## src/rtl/gpio_port_if.sv

```systemverilog
// Register bus between the j1a I/O decode and a gpio_port instance.
interface gpio_port_if #(
  parameter int unsigned WIDTH = 8
);
  logic             cs;
  logic [1:0]       addr;
  logic             we;
  logic             re;
  logic [WIDTH-1:0] wd;
  logic [WIDTH-1:0] rd;

  modport master (output cs, addr, we, re, wd, input rd);
  modport slave  (input cs, addr, we, re, wd, output rd);
endinterface

```

## src/rtl/gpio_port.sv

```systemverilog
// Parametrised GPIO port: output data, direction, synchronised input, W1C edge events, masked irq.
// Optional per-bit input debounce is enabled by defining GPIO_DEBOUNCE_EN.
module gpio_port #(
  parameter int unsigned WIDTH    = 8,
  parameter int unsigned DEB_BITS = 4
) (
  input  logic             clk,
  input  logic             resetq,
  gpio_port_if.slave       bus,
  input  logic [WIDTH-1:0] pad_in,
  output logic [WIDTH-1:0] pad_out,
  output logic [WIDTH-1:0] pad_oe,
  output logic             irq
);

  typedef enum logic [1:0] {
    REG_DATA  = 2'd0,
    REG_DIR   = 2'd1,
    REG_EVENT = 2'd2,
    REG_MASK  = 2'd3
  } reg_sel_e;

  logic [WIDTH-1:0] sync1;
  logic [WIDTH-1:0] sync2;
  logic [WIDTH-1:0] fin;
  logic [WIDTH-1:0] fin_q;
  logic [WIDTH-1:0] event_r;
  logic [WIDTH-1:0] mask_r;
  logic [WIDTH-1:0] edges;
  logic [WIDTH-1:0] w1c;
  logic [1:0]       warm;
  logic             wr;

  assign wr = bus.cs & bus.we;

`ifdef GPIO_DEBOUNCE_EN
  logic [DEB_BITS-1:0] cnt [WIDTH];
  logic [WIDTH-1:0]    fin_r;

  // fin flips only after the synchronised input has disagreed for 2^DEB_BITS cycles
  always_ff @(posedge clk or negedge resetq) begin
    if (!resetq) begin
      fin_r <= '0;
      for (int unsigned i = 0; i < WIDTH; i++) cnt[i] <= '0;
    end else begin
      for (int unsigned i = 0; i < WIDTH; i++) begin
        if (sync2[i] != fin_r[i]) begin
          if (cnt[i] == '1) begin
            fin_r[i] <= ~fin_r[i];
            cnt[i]   <= '0;
          end else begin
            cnt[i] <= cnt[i] + DEB_BITS'(1);
          end
        end else begin
          cnt[i] <= '0;
        end
      end
    end
  end

  assign fin = fin_r;
`else
  localparam int unsigned unused_deb_bits = DEB_BITS;

  assign fin = sync2;
`endif

  // Edges are ignored until the synchroniser has flushed its reset contents
  always_comb begin
    edges = '0;
    w1c   = '0;
    if (warm == 2'd3) edges = fin ^ fin_q;
    if (wr && bus.addr == REG_EVENT) w1c = bus.wd;
  end

  always_comb begin
    bus.rd = '0;
    if (bus.cs && bus.re) begin
      case (reg_sel_e'(bus.addr))
        REG_DATA:  bus.rd = fin;
        REG_DIR:   bus.rd = pad_oe;
        REG_EVENT: bus.rd = event_r;
        REG_MASK:  bus.rd = mask_r;
        default:   bus.rd = '0;
      endcase
    end
  end

  always_ff @(posedge clk or negedge resetq) begin
    if (!resetq) begin
      sync1   <= '0;
      sync2   <= '0;
      fin_q   <= '0;
      warm    <= '0;
      event_r <= '0;
      mask_r  <= '0;
      pad_out <= '0;
      pad_oe  <= '0;
      irq     <= 1'b0;
    end else begin
      sync1 <= pad_in;
      sync2 <= sync1;
      fin_q <= fin;
      if (warm != 2'd3) warm <= warm + 2'd1;
      // A new edge overrides a same-cycle clear of that bit
      event_r <= (event_r & ~w1c) | edges;
      irq     <= |(event_r & mask_r);
      if (wr) begin
        case (reg_sel_e'(bus.addr))
          REG_DATA: pad_out <= bus.wd;
          REG_DIR:  pad_oe  <= bus.wd;
          REG_MASK: mask_r  <= bus.wd;
          default:  ;
        endcase
      end
    end
  end

endmodule

```

## src/flat_wrapper.sv

```systemverilog
// flat-port wrapper written by rule: the top's interface ports become plain ports
module gpio_port_flat 
#(
  parameter int unsigned WIDTH    = 8,
  parameter int unsigned DEB_BITS = 4
)
  (clk, resetq, pad_in, pad_out, pad_oe, irq, bus_cs, bus_addr, bus_we, bus_re, bus_wd, bus_rd);
  gpio_port_if #(.WIDTH(WIDTH)) bus_i ();
  input  logic clk;
  input  logic resetq;
  input  logic [WIDTH-1:0] pad_in;
  output logic [WIDTH-1:0] pad_out;
  output logic [WIDTH-1:0] pad_oe;
  output logic irq;
  input wire logic [$bits(bus_i.cs)-1:0] bus_cs;
  input wire logic [$bits(bus_i.addr)-1:0] bus_addr;
  input wire logic [$bits(bus_i.we)-1:0] bus_we;
  input wire logic [$bits(bus_i.re)-1:0] bus_re;
  input wire logic [$bits(bus_i.wd)-1:0] bus_wd;
  output wire logic [$bits(bus_i.rd)-1:0] bus_rd;
  assign bus_i.cs = bus_cs;
  assign bus_i.addr = bus_addr;
  assign bus_i.we = bus_we;
  assign bus_i.re = bus_re;
  assign bus_i.wd = bus_wd;
  assign bus_rd = bus_i.rd;
  gpio_port #(.WIDTH(WIDTH), .DEB_BITS(DEB_BITS)) u_core (.clk(clk), .resetq(resetq), .bus(bus_i), .pad_in(pad_in), .pad_out(pad_out), .pad_oe(pad_oe), .irq(irq));
endmodule
```

## config.mk

```make
export PLATFORM = sky130hd
export DESIGN_NAME = gpio_port_flat
export DESIGN_NICKNAME = d
export VERILOG_FILES = /design/src/rtl/gpio_port_if.sv /design/src/rtl/gpio_port.sv /design/src/flat_wrapper.sv
export SDC_FILE = /design/constraint.sdc
export NUM_CORES = 1
export LEC_CHECK = 0
export CAP_MARGIN = 25
export CORE_MARGIN = 8
export CORE_UTILIZATION = 45
export CTS_CLUSTER_DIAMETER = 100
export DETAILED_ROUTE_END_ITERATION = 12
export MAX_ROUTING_LAYER = met4
export PLACE_DENSITY = 0.74
export SLEW_MARGIN = 25
export SYNTH_ARGS = -nofsm -noshare
export SYNTH_HDL_FRONTEND = slang
export SYNTH_SLANG_ARGS = --single-unit
```

## constraint.sdc

```tcl
create_clock -name clk -period 1.43 [get_ports clk]
set_clock_uncertainty 0.1 [all_clocks]
set_input_delay 0.286 -clock clk [delete_from_list [all_inputs] [get_ports clk]]
set_output_delay 0.286 -clock clk [all_outputs]
set_load 0.01 [all_outputs]
```

### Word level (Yosys, flattened, before mapping)

Index checks and enable logic that the tools add are counted.
W data, S select, Z words.

| storage, ports and cells | value |
|---|---|
| register bits | 59 |

| cells by class | value |
|---|---|
| add/subtract/negate cells | 1 |
| equal/unequal tests | 5 |
| multiplexer cells | 4 |
| bitwise logic cells | 6 |
| reductions and logical operators | 7 |

Operators by type and width:

| operator | number |
|---|---|
| $pmux W8 S4 | 1 |
| $mux W8 | 3 |
| $and A8 B8 Y8 | 2 |
| $not A8 Y8 | 1 |
| $or A8 B8 Y8 | 1 |
| $reduce_or A8 Y1 | 1 |
| $xor A8 B8 Y8 | 1 |
| $eq A2 B2 Y1 const B | 3 |
| $reduce_and A2 Y1 | 3 |
| $add A2 B1 Y2 const B | 1 |
| $eq A2 B1 Y1 const B | 1 |
| $logic_and A1 B1 Y1 | 2 |
| $logic_not A2 Y1 | 1 |
| $ne A2 B2 Y1 const B | 1 |
| $and A1 B1 Y1 | 1 |

### Longest topological paths before layout

Gate-level depths: netlist (run 1).

| logic depth | value |
|---|---|
| depth in word-level cells | 6 |
| depth in mapped cells | 4 |
| mapped depth without buffers | 3 |

### Least setup slack after synthesis (run 1)

No wires, ideal clock.

| timing path | value |
|---|---|
| path kind | input to output |
| from | in bus_addr[0] |
| to | out bus_rd[0] |
| arrival | 1.141 ns |
| required time | 1.044 ns |
| setup slack | -0.097 ns |
| stages on the path | 3 |
| path buffers | 1 |
| cells stage by stage | buf_6 > mux4_2 > and3_1 |

| on the way | value |
|---|---|
| cells in the longest elaborated chain, start to end | 3 |
| elaborated cells on any way between the ends | 6 |

RTL lines:

| what | RTL line | source |
|---|---|---|
| start: declaration | flat_wrapper.sv:16 | `input wire logic [$bits(bus_i.addr)-1:0] bus_addr;` |
| $eq A2 B2 Y1 (tied with other cells) | gpio_port.sv:79 | `case (reg_sel_e'(bus.addr))` |
| $pmux W8 S4 * | gpio_port.sv:79 |  |
| $mux W8 * | gpio_port.sv:78 | `if (bus.cs && bus.re) begin` |
| end: declaration | flat_wrapper.sv:20 | `output wire logic [$bits(bus_i.rd)-1:0] bus_rd;` |

Mark *: on every way between the ends. The rest lies on a longest branch, timed or not.

### Final worst setup path (run 1)

| timing path | value |
|---|---|
| from | reg u_core.mask_r[7] |
| to | out bus_rd[7] |

| on the way | value |
|---|---|
| cells in the longest elaborated chain, start to end | 2 |

RTL lines:

| what | RTL line | source |
|---|---|---|
| start: declaration | gpio_port.sv:28 | `logic [WIDTH-1:0] mask_r;` |
| start signal: assignment | gpio_port.sv:112 | `REG_MASK: mask_r <= bus.wd;` |
| $pmux W8 S4 | gpio_port.sv:79 |  |
| $mux W8 | gpio_port.sv:78 |  |

Every way passes these cells.

==> results of run 1 <==
## per-stage QoR
stage | area (um^2) | std cells | setup WS (ns)
after floorplan | 2356 | 141 | -0.04030
after global placement | 3256 | 303 | -1.063
after detailed placement | 3256 | 303 | -1.097
after CTS | 3506 | 324 | -0.4463
after global routing | 3531 | 327 | -0.4699
final | 3531 | 327 | -0.4285
## worst paths after layout
path | to | slack, ns | startpoint | cells after the start
min in group asynchronous | u_core.sync1[3] | 0.42 | resetq | 3
max in group asynchronous | u_core.fin[3] | 0.53 | resetq | 3
max | bus_rd[7] | -0.43 | u_core.mask_r[7] | 3
min | u_core.fin[7] | 0.25 | u_core.sync1[7] | 0
max reg2reg | u_core.event_r[3] | 0.13 | u_core.warm[0] | 3
min reg2reg | u_core.fin[7] | 0.25 | u_core.sync1[7] | 0
## timing repair
action,CTS,global route
endpoints found under the hold margin,59,0
setup buffers,5,3
cloned,1,0
hold buffers,1,0
pin swaps,10,1
setup endpoints to repair,57,14
gates resized for setup,100,2
## cells in the mapped netlist (all sizes together)
cell	number	area, um^2
a22o	8	70.07
a22oi	4	30.03
and3	8	50.05
and4b	1	11.26
buf	4	28.78
clkbuf	1	3.750
dfrtp	59	1476
ha	1	12.51
mux2	25	281.5
mux4	8	183.9
nand2	9	33.78
nand4	2	18.77
nand4b	1	15.01
nor3	1	16.27
xnor2	1	8.760
xor2	8	70.07
## worst max-delay path, delay by kind of cell, from the launching register on
family	cells	cell delay [ns]
buffers and inverters	1	0.11
flip-flops	1	0.39
multiplexers	1	0.48
AND/OR/NAND/NOR	1	0.16
## kinds of logic after synthesis
logic type / Yosys count
xor gates and xnor gates: 9
muxes: 33
DFF: 59
and+or+nand+nor: 22
adders and majority gates: 1
buffers and inverters: 5
AOI/OAI and AO/OA: 12
## cell type report
type	instances	share of cell area
Timing Repair Buffer	105	0.2597
Sequential cell	59	0.4181
Tap cell	70	0.02481
Clock inverter	1	0.001417
Clock buffer	15	0.05280
Multi-Input combinational cell	77	0.2431
## state kept, by name (all words and copies together), names as in the netlist, 2 cells and up
name and count:
u_core.fin 8, u_core.sync1 8, u_core.pad_out 8, u_core.warm 2
u_core.event_r 8, u_core.fin_q 8, u_core.mask_r 8, u_core.pad_oe 8
## layer usage
| layer | GRT usage | vias up | routed length [um] |
|---|---|---|---|
| li1 | - | 748 | - |
| met1 | 0.1910 | 815 | 2503 |
| met2 | 0.2686 | 34 | 2906 |
| met3 | 0.05910 | 8 | 265 |
| met4 | 0.05938 | 0 | 82 |
| met5 | - | - | 0 |
## power by group through the flow
stage	registers (uW)	logic [uW]	clock network, uW
after floorplan	2040	303	0
after global placement	1980	953	0
after detailed placement	1990	984	0
after CTS	1960	958	1460
after global routing	1980	1040	1520
final	1960	968	1410
==> flow_summary.yaml, run 1 <==
drt:
  vias_per_cell: 4.908
  ant_nets: 0
  avgRoutedWirePerCell_um: 17.61
  totalWireLength_um: 5757
  dr.pass1.iters: 4
  initialDrtViolationCount: 49
  vias: 1605
  drc: 0
final_layout:
  fill_cells: 352
  drive_gt1_frac: 0.5214
  multi_input_area_um2: 858.3
  syn2layout_area_growth_pct: 52.79
  final_common_cell: "dfrtp_1"
  utilization: 0.7002
  layout_common_cells: "dfrtp_1 (59), buf_4 (51), mux2_2 (22), clkdlybuf4s50_1 (17), buf_6 (14)"
  fin_nets: 276
  final-seq-area_um2: 1476
  antennaDiodeCount: 0
floorplanning:
  core-area_um2: 5042
  floorplan.initialDensity: 0.4583
  ios: 48
  die_y_um: 87.66
  num_rows: 26
  die_w_um: 87.66
  dieArea_um2: 7684
power_and_ir_drop:
  power.leakage_uw: 0.001587
  vdd_drop_max_mv: 0.9970
  clkPwrFrac: 0.325
  power_frac_comb: 0.223
  p_seq_frac: 0.452
  p_switching_uw: 1062
  power_uw: 4345
  p_int_uw: 3283
  power_density_nw_per_um2: 1230
  swShare: 0.2443
clock_network:
  tritoncts: "built"
  cts.sinks: 59
  cts_root_buffer: "clkbuf_8"
  clockBufferDepth: 2
  htreeDepth: 3
  clock_latency_ns: 0.33
  cts_buffers: 9
  clk_pin_slew_ns: 0.06
status:
  status: "finished with violations"
  violations: "negative setup slack"
global_route:
  grt_pass1_wl_um: 9190
  grt-ovfl-total: 0
  grt_pass1_vias: 1793
  grt_max_degree: 31
  track_usage: 0.1680
  antenna_found_initial: 0
worst_setup_path:
  path_class: "register to output port"
  cp_cell_sequence: "mux4_2, and3_4, buf_6"
  slowest_delay_ns: 0.48
  cp.required_ns: 1.04
  worstSetupEndpointType: "output port"
  critical_path.max_fanout: 2
  startpoint_type: "register"
  arrival_ns: 1.47
  slowest_stage: "mux4_2"
yosys:
  ys_ff_latch: 59
  synth_adder_area_share: 0.005414
  syn_area_per_cell_um2: 16.39
  synthMuxAreaShare: 0.2014
  synthXorXnorAreaFrac: 0.03411
  synth_simple_gate_area_frac: 0.06280
  ys_types: 20
  yosysSeqAreaShare: 0.6389
  synth_compound_area_frac: 0.04331
  synth_warnings: 0
  synth_top_family_by_area: "multiplexers"
  synth_nets: 165
  syn_area_um2: 2311
  syn_inst: 141
sta:
  min_period_ns: 1.859
  finalSetupViolCount: 8
  setup_tns_ns: -3.287
  finalMaxSlewViolations: 0
  fmax_ghz: 0.5381
  relSlewSlack: 0.7501
  holdWs_ns: 0.2463
  worst_pin_slew_ns: 0.3749
  fin_crit_sh: 1.300
  final-hold-violation-count: 0
  fin_ws_ns: -0.4285
  rsz0062_at_grt: "true"
job:
  cap_violations: 0
place:
  hpwl_um: 4103
  port_buffers: 47
  place_congestion: 0.8313
hold_path:
  hold_path.class: "register to register"
Note: power is estimated with default switching activity, not from simulation.
==> run 2, diff against run 1 <==
CAP_MARGIN = not set   (was 25)
==> results of run 2 <==
Final layout, timing and power as in run 1 (identical DEF).
==> run 3, diff against run 2 <==
==> constraint.sdc (replaced) <==
create_clock -name clk -period 1.43 [get_ports clk]
set_clock_uncertainty 0.1 [all_clocks]
set_input_delay 0.3575 -clock clk [delete_from_list [all_inputs] [get_ports clk]]
set_output_delay 0.3575 -clock clk [all_outputs]
set_load 0.01 [all_outputs]
==> run 3 against run 2 <==
The flow still finishes with violations (negative setup slack). Maximum frequency decreased by 5.0%. Flip-flop and latch count did not move. Register-to-register slack is essentially flat. Combinational power increased by 13%. Highest routed layer unchanged. Power rose by 0.35%.
==> flow_summary.yaml, run 3 (synthesized netlist as in run 1, its figures left out) <==
status:
  status: "finished with violations"
  violations: "negative setup slack"
worst_setup_path:
  path_class: "register to output port"
  r2r_cells: 3
  startpoint_type: "register"
  rr_startpoint: "u_core.warm[0]"
  cp.required_ns: 0.97
  rrSetupSlack_ns: 0.14
  r2r-end: "u_core.event_r[1]"
  arrival_ns: 1.50
  worstSetupEndpointType: "output port"
  critical_path.max_fanout: 2
final_layout:
  final_cell_area_um2: 3588
  fin_nets: 282
  final_common_cell: "dfrtp_1"
  utilization: 0.7117
  layout_common_cells: "dfrtp_1 (59), buf_4 (45), buf_6 (32), mux2_2 (25), clkdlybuf4s50_1 (17)"
  syn2layout_area_growth_pct: 55.28
  drive_gt1_frac: 0.5785
  antennaDiodeCount: 0
  fill_cells: 336
place:
  hpwl_um: 4058
  port_buffers: 47
  place_area_um2: 3276
  place_congestion: 0.8286
clock_network:
  clock_latency_ns: 0.33
  cts.sinks: 59
  cts_buffers: 9
  cts_root_buffer: "clkbuf_8"
  tritoncts: "built"
  clockBufferDepth: 2
  clk_pin_slew_ns: 0.06
  htreeDepth: 3
drt:
  avgRoutedWirePerCell_um: 17.79
  drc: 0
  vias: 1642
  dr.pass1.iters: 5
  initialDrtViolationCount: 57
  totalWireLength_um: 5887
  vias_per_cell: 4.961
  ant_nets: 0
floorplanning:
  core-area_um2: 5042
  ios: 48
  die_w_um: 87.66
  num_rows: 26
  die_y_um: 87.66
  dieArea_um2: 7684
  floorplan.initialDensity: 0.4583
global_route:
  grt-ovfl-total: 0
  grt_pass1_wl_um: 9618
  grt_max_degree: 60
  grt_pass1_vias: 1877
  track_usage: 0.1782
  antenna_found_initial: 0
hold_path:
  hp-start: "u_core.sync1[6]"
  hold-path-endpoint: "u_core.fin[6]"
  hold_path.class: "register to register"
  hold-path-cell-count: 0
sta:
  holdWs_ns: 0.2472
  rsz0062_at_grt: "true"
  final-hold-violation-count: 0
  finalSetupViolCount: 9
  setup_tns_ns: -4.008
  relSlewSlack: 0.7976
  fmax_ghz: 0.5110
  worst_pin_slew_ns: 0.3036
  min_period_ns: 1.957
  fin_ws_ns: -0.5271
  finalMaxSlewViolations: 0
  fin_crit_sh: 1.369
job:
  cap_violations: 0
power_and_ir_drop:
  power_uw: 4360
  vdd_drop_max_mv: 0.8146
  power_density_nw_per_um2: 1215
  power.leakage_uw: 0.001606
[run 3: worst max-delay path: stages (launching register included)]
cell,delay [ns]
dfrtp_1,0.40
mux4_2,0.49
and3_4,0.17
buf_6,0.11
[run 3: timing repair]
item / in CTS / in global routing
hold buffers: 1 / 0
hold endpoints to repair: 59 / 0
resized for setup: 128 / 15
buffers inserted: 6 / 10
pin swaps: 9 / 3
endpoints found under the setup margin: 57 / 39
[run 3: routing by layer]
metal | part of all wire | vias up | wire length [um] | track usage
met1 | 0.43 | 833 | 2517 | 0.1896
met3 | 0.046 | 11 | 270 | 0.05629
li1 | - | 759 | - | -
met4 | 0.021 | 0 | 123 | 0.09375
met5 | 0 | - | 0 | -
met2 | 0.51 | 39 | 2975 | 0.2913
[run 3: layout make-up]
type                    count  area [um^2]  share of cell area
multi-input cells          77        854.6              0.2381
clock buffers              11        151.4             0.04219
clock inverters             3        15.01            0.004184
flip-flops and latches     59         1476              0.4114
well taps                  70        87.58             0.02441
repair buffers            111         1003              0.2796
[run 3: worst max path at each step]
stage / endpoint / startpoint / slack [ns]
after global placement: bus_rd[2] / bus_addr[0] / -1.19
after floorplan: bus_rd[0] / bus_addr[0] / -0.17
after detailed placement: bus_rd[5] / bus_addr[0] / -1.22
after CTS: bus_rd[5] / u_core.fin[5] / -0.58
after global routing: bus_rd[5] / u_core.fin[5] / -0.58
final: bus_rd[5] / u_core.mask_r[5] / -0.53
[run 3: power breakdown]
part,internal (uW),total [uW],switching [uW]
sequential,1860,1980,115
combinational,699,1090,395
clock,693,1290,595
total,3250,4360,1110
[run 3: through the flow]
stage	cells	worst slack [ns]
3_3_place_gp	304	-1.189
5_1_grt	331	-0.5809
6_report	331	-0.5271
4_1_cts	323	-0.5777
3_5_place_dp	304	-1.217
2_1_floorplan	141	-0.1722
